==> src/rtl/wave_key_ctrl.sv <==
// Button-driven signal-generator configuration sequencer with a valid/ready DDS update port.
// Optional WAVE_KEY_FREQ_WRAP_EN: frequency steps wrap between the limits instead of saturating.
module wave_key_ctrl #(
  parameter int unsigned        FW_W       = 32,
  parameter logic [FW_W-1:0]    FW_DEFAULT = 32'd85899,
  parameter logic [FW_W-1:0]    FW_STEP    = 32'd85899,
  parameter logic [FW_W-1:0]    FW_MIN     = 32'd85899,
  parameter logic [FW_W-1:0]    FW_MAX     = 32'd85899346
) (
  input  logic            sys_clk,
  input  logic            sys_rst,
  input  logic [3:0]      key_flag,
  input  logic            cfg_ready,
  output logic            cfg_valid,
  output logic [1:0]      wave_sel,
  output logic [FW_W-1:0] fword,
  output logic [1:0]      grant_id,
  output logic            busy
);

  typedef enum logic [1:0] {
    IDLE = 2'd0,
    CALC = 2'd1,
    SEND = 2'd2
  } state_t;

  localparam logic [FW_W:0] UP_LIM = {1'b0, FW_MAX} - {1'b0, FW_STEP};
  localparam logic [FW_W:0] DN_LIM = {1'b0, FW_MIN} + {1'b0, FW_STEP};

  state_t          state;
  state_t          state_n;
  logic [3:0]      pending;
  logic [3:0]      pend_clr;
  logic            cfg_valid_n;
  logic [1:0]      wave_n;
  logic [1:0]      grant_n;
  logic [FW_W-1:0] fw_n;
  logic [FW_W-1:0] fw_up;
  logic [FW_W-1:0] fw_dn;
  logic            up_over;
  logic            dn_under;

  // One extra bit keeps the limit compares free of wrap-around.
  assign up_over  = {1'b0, fword} > UP_LIM;
  assign dn_under = {1'b0, fword} < DN_LIM;

`ifdef WAVE_KEY_FREQ_WRAP_EN
  assign fw_up = up_over  ? FW_MIN : fword + FW_STEP;
  assign fw_dn = dn_under ? FW_MAX : fword - FW_STEP;
`else
  assign fw_up = up_over  ? FW_MAX : fword + FW_STEP;
  assign fw_dn = dn_under ? FW_MIN : fword - FW_STEP;
`endif

  assign busy = (state != IDLE);

  always_ff @(posedge sys_clk or posedge sys_rst) begin
    if (sys_rst) begin
      state     <= IDLE;
      pending   <= '0;
      cfg_valid <= 1'b0;
      wave_sel  <= 2'd0;
      fword     <= FW_DEFAULT;
      grant_id  <= 2'd0;
    end else begin
      state     <= state_n;
      pending   <= (pending & ~pend_clr) | key_flag;
      cfg_valid <= cfg_valid_n;
      wave_sel  <= wave_n;
      fword     <= fw_n;
      grant_id  <= grant_n;
    end
  end

  always_comb begin
    state_n     = state;
    pend_clr    = '0;
    cfg_valid_n = cfg_valid;
    wave_n      = wave_sel;
    fw_n        = fword;
    grant_n     = grant_id;
    unique case (state)
      IDLE: begin
        if (|pending) begin
          state_n = CALC;
          priority case (1'b1)
            pending[0]: grant_n = 2'd0;
            pending[1]: grant_n = 2'd1;
            pending[2]: grant_n = 2'd2;
            default:    grant_n = 2'd3;
          endcase
          pend_clr[grant_n] = 1'b1;
        end
      end
      CALC: begin
        cfg_valid_n = 1'b1;
        state_n     = SEND;
        unique case (grant_id)
          2'd0: wave_n = wave_sel + 2'd1;
          2'd1: fw_n   = fw_up;
          2'd2: fw_n   = fw_dn;
          default: begin
            wave_n = 2'd0;
            fw_n   = FW_DEFAULT;
          end
        endcase
      end
      SEND: begin
        if (cfg_valid && cfg_ready) begin
          cfg_valid_n = 1'b0;
          state_n     = IDLE;
        end
      end
      default: state_n = IDLE;
    endcase
  end

endmodule

==> config.mk <==
export PLATFORM = sky130hd
export DESIGN_NAME = wave_key_ctrl
export DESIGN_NICKNAME = d
export VERILOG_FILES = /design/src/rtl/wave_key_ctrl.sv
export SDC_FILE = /design/constraint.sdc
export NUM_CORES = 1
export LEC_CHECK = 0
export ABC_AREA = 1
export CORE_MARGIN = 1.5
export CORE_UTILIZATION = 45
export DETAILED_ROUTE_END_ITERATION = 10
export GPL_TIMING_DRIVEN = 1
export PLACE_DENSITY = 0.78
export SYNTH_ARGS = -nofsm -noshare
export SYNTH_HDL_FRONTEND = slang
export SYNTH_SLANG_ARGS = --single-unit
==> constraint.sdc <==
create_clock -name sys_clk -period 1.8 [get_ports sys_clk]
set_input_delay 0.54 -clock sys_clk [delete_from_list [all_inputs] [get_ports sys_clk]]
set_output_delay 0.54 -clock sys_clk [all_outputs]
set_load 0.005 [all_outputs]
==> metrics <==
Hold Path End=pending[3]; PwrDens=1410 mW/mm²; hpwl dp=12200 µm; Rel. slew slack=64.0%; Yosys cell types=39; share of cells above drive strength 1=45.5%; Die Width=101 µm; largest net degree at the start of global routing=44; Clock Path Buffers=2; Synth Register Bits=43; Seq/Total Area, Yosys=25.3%; area grow syn2layout=73.0%; final std cells w/o fill=1115; DRT Wirelength=20300 µm; hold depth=2; final setup vio count=33; PortBufs=44; Clock Latency Late Sink=320 ps; Worst Path Class, Setup=reg2reg; final setup margin=-258 ps; initial antenna violation count=0; CP Launch Type=register; failing checks=negative setup slack; Placer Congestion=1.05; RSZ-0062 raised after global routing=true; CP endpoint kind=register; Synth Cell Area=0.00430 mm²; Core Box Area=0.00924 mm²; Num CTS Buffers=5; Worst path top cell family by delay=simple AND/OR/NAND/NOR gates; final period utilization=114%; grt total ovfl=0; vias in the first global route=6119; reg-to-reg setup timing slack=-260 ps; Ant. Diodes=0; Pins Over Slew Limit=0; Net Count, Synth=752; CP Data Arrival Time=2320 ps; Die H=101 µm; type of the tightest min-delay check=reg2reg; final core occ=80.4%; status=complete, but fails checks; Synth Area in Compound Gates=7.40%; Vias=6258; Reg-to-Reg End=fword[5]; cell row count=35; Avg Vias per Cell=5.61; Syn Area/Cell=5.80 µm²; Root Buffer=clkbuf_8; slowest cell on the critical path=dfstp_2; DR DRC count=0; CTS H-tree depth=2; Iter 0 DRT Violations=716; leak pwr=3.90 nW; post-synthesis simple-gate area fraction=50.5%; Final Hold Fails=0; fin nets=997; Die ar.=0.0101 mm²; cells along the critical path=buf_6 -> ha_4 -> nand3_4 -> nor3_4 -> nand3_4 -> buf_6 -> nand2_8 -> nand3_2 -> o21ai_2 -> nand2_1 -> nand2_1; post-synthesis mux area share=0%; # IOs=45; Max VDD drop=0.00110 V; xor-xnor portion of the synthesized cell area=3.47%; Finished Cell Area=0.00743 mm²; Hold Crit Start=pending[3]; worst flop-to-flop path startpoint=fword[1]; post-placement cell area=0.00580 mm²; Fmax=486 MHz; Yosys Warn Count=0; adder-cell share of the synthesized area=1.46%; total clock sinks=43; Pre-antenna DRT Iters=6; actual slew at the worst max-slew pin=535 ps; gate count of the mapped netlist=740; largest family of logic cells by synthesized area=simple AND/OR/NAND/NOR gates; worst stage delay on the critical path=600 ps; initial core utilization=46.5%; CP Max Fanout=7; Final min period=2060 ps; total track usage=38.7%; dpl ws=-267 ps; ANT nets after route=0; final clock skew=10.1 ps; max cap viols=0; dpl cells=1029; first-pass GRT wire length=30300 µm; reg2reg path depth=11; CP bufs+invs=2; CTS tree=done; clk slew on worst S/H paths=100 ps; drt wl/cell=18.2 µm; CP required=2060 ps
## worst max path at each step
| stage | from | slack [ps] | to | cells past startpoint |
|---|---|---|---|---|
| after floorplan | fword[0] | 3 | fword[20] | 16 |
| after CTS | fword[1] | -120 | fword[29] | 14 |
| after detailed placement | fword[14] | -270 | fword[2] | 13 |
| after global routing | fword[14] | -330 | fword[21] | 13 |
| after global placement | fword[14] | -210 | fword[23] | 13 |
| final | fword[1] | -260 | fword[5] | 11 |
## power breakdown
part	internal, W	total [W]	switching, W
registers	0.00128	0.00152	0.000243
logic	0.00362	0.00824	0.00462
clock network	0.000288	0.000736	0.000449
## synth_stat cells
library cell / count / area (µm²)
o21ai_1: 1 / 5.00
nand4_1: 16 / 100
a21oi_1: 19 / 95.1
dfstp_2: 10 / 263
inv_6: 1 / 8.76
clkbuf_1: 3 / 11.3
nand2_1: 298 / 1120
ha_1: 5 / 62.6
buf_2: 6 / 30.0
a21boi_1: 6 / 45.0
o21bai_1: 2 / 15.0
nor2_1: 82 / 308
xor2_1: 16 / 140
and3_1: 1 / 6.26
nand2_4: 3 / 33.8
o21ai_0: 18 / 90.1
o211ai_1: 2 / 15.0
nand2_2: 8 / 50.1
a22oi_1: 3 / 22.5
a21o_1: 1 / 7.51
inv_1: 74 / 278
dfrtp_1: 33 / 826
and2_1: 1 / 6.26
nor3_2: 1 / 10.0
buf_4: 6 / 45.0
o22ai_1: 1 / 6.26
nor2_2: 4 / 25.0
buf_1: 1 / 3.75
inv_2: 12 / 45.0
inv_4: 1 / 6.26
o21ai_4: 1 / 16.3
nand3_2: 4 / 40.0
xnor2_1: 1 / 8.76
buf_8: 1 / 15.0
nor3_1: 10 / 50.1
buf_6: 6 / 67.6
nor4_1: 2 / 12.5
nand3_1: 79 / 395
nor2_4: 1 / 11.3
## registers in the layout, summed over array words and instances, names as in the netlist
name / flops
fword: 32
pending: 4
grant_id: 2
state: 2
wave_sel: 2
cfg_valid: 1
## per-layer routing
layer  vias up  part of all wire, %  global-route usage [%]
li1       2829                    -                       -
met1      2901                   38                    48.9
met2       415                   47                    65.5
met3       113                  9.0                    4.65
met4         0                  5.9                    19.0
met5         -                    0                       0
## layout by cell type (no fill, tap or decap), drive strengths merged
cell type	instances
inv	92
a21boi	6
o22ai	1
and2	1
xor2	16
nand4	16
a21o	1
nor2	87
nor4	2
dlymetal6s2s	1
nand3	83
a21oi	19
clkdlybuf4s15	5
o21ai	20
o21bai	2
nand2	312
and3	1
clkdlybuf4s50	10
dfstp	10
o211ai	2
clkinv	1
xnor2	1
clkinvlp	1
nor3	11
ha	5
dfrtp	33
a22oi	3
buf	212
clkbuf	7
dlygate4sd2	25
## logic make-up after synthesis
kind of cell / Yosys count
adder cells (fa/ha/maj): 5
buffers and inverters: 111
XOR/XNOR: 17
flip-flops: 43
AND/OR/NAND/NOR: 510
AO/OA/AOI/OAI: 54
## area by class of cell
type / instances / area [µm²]
inverter: 88 / 357
multi-input combinational: 589 / 3520
clock inverter: 3 / 26.3
fill: 648 / 1810
timing repair inverter: 3 / 38.8
tap: 129 / 161
sequential: 43 / 1090
clock buffer: 5 / 68.8
timing repair buffer: 255 / 2170
## stage by stage
stage	total power (W)	setup TNS, ps	hold slack [ps]
4_1_cts	0.00928	-1970	533
5_1_grt	0.0111	-7260	549
6_report	0.0105	-5430	525
2_1_floorplan	0.00476	0	465
3_3_place_gp	0.00723	-4030	483
3_5_place_dp	0.00732	-5360	505
## tightest hold or removal path: stages (launching register included)
cell     delay, ps
dfrtp_1        350
o21ai_0         90
nand2_1         60
## what timing repair did
action	CTS	global route
pin swaps	44	49
hold buffers	0	0
gates resized for setup	191	122
cloned	6	0
setup endpoints to repair	65	42
setup buffers	59	13
Power figures use the tool's default switching activity.
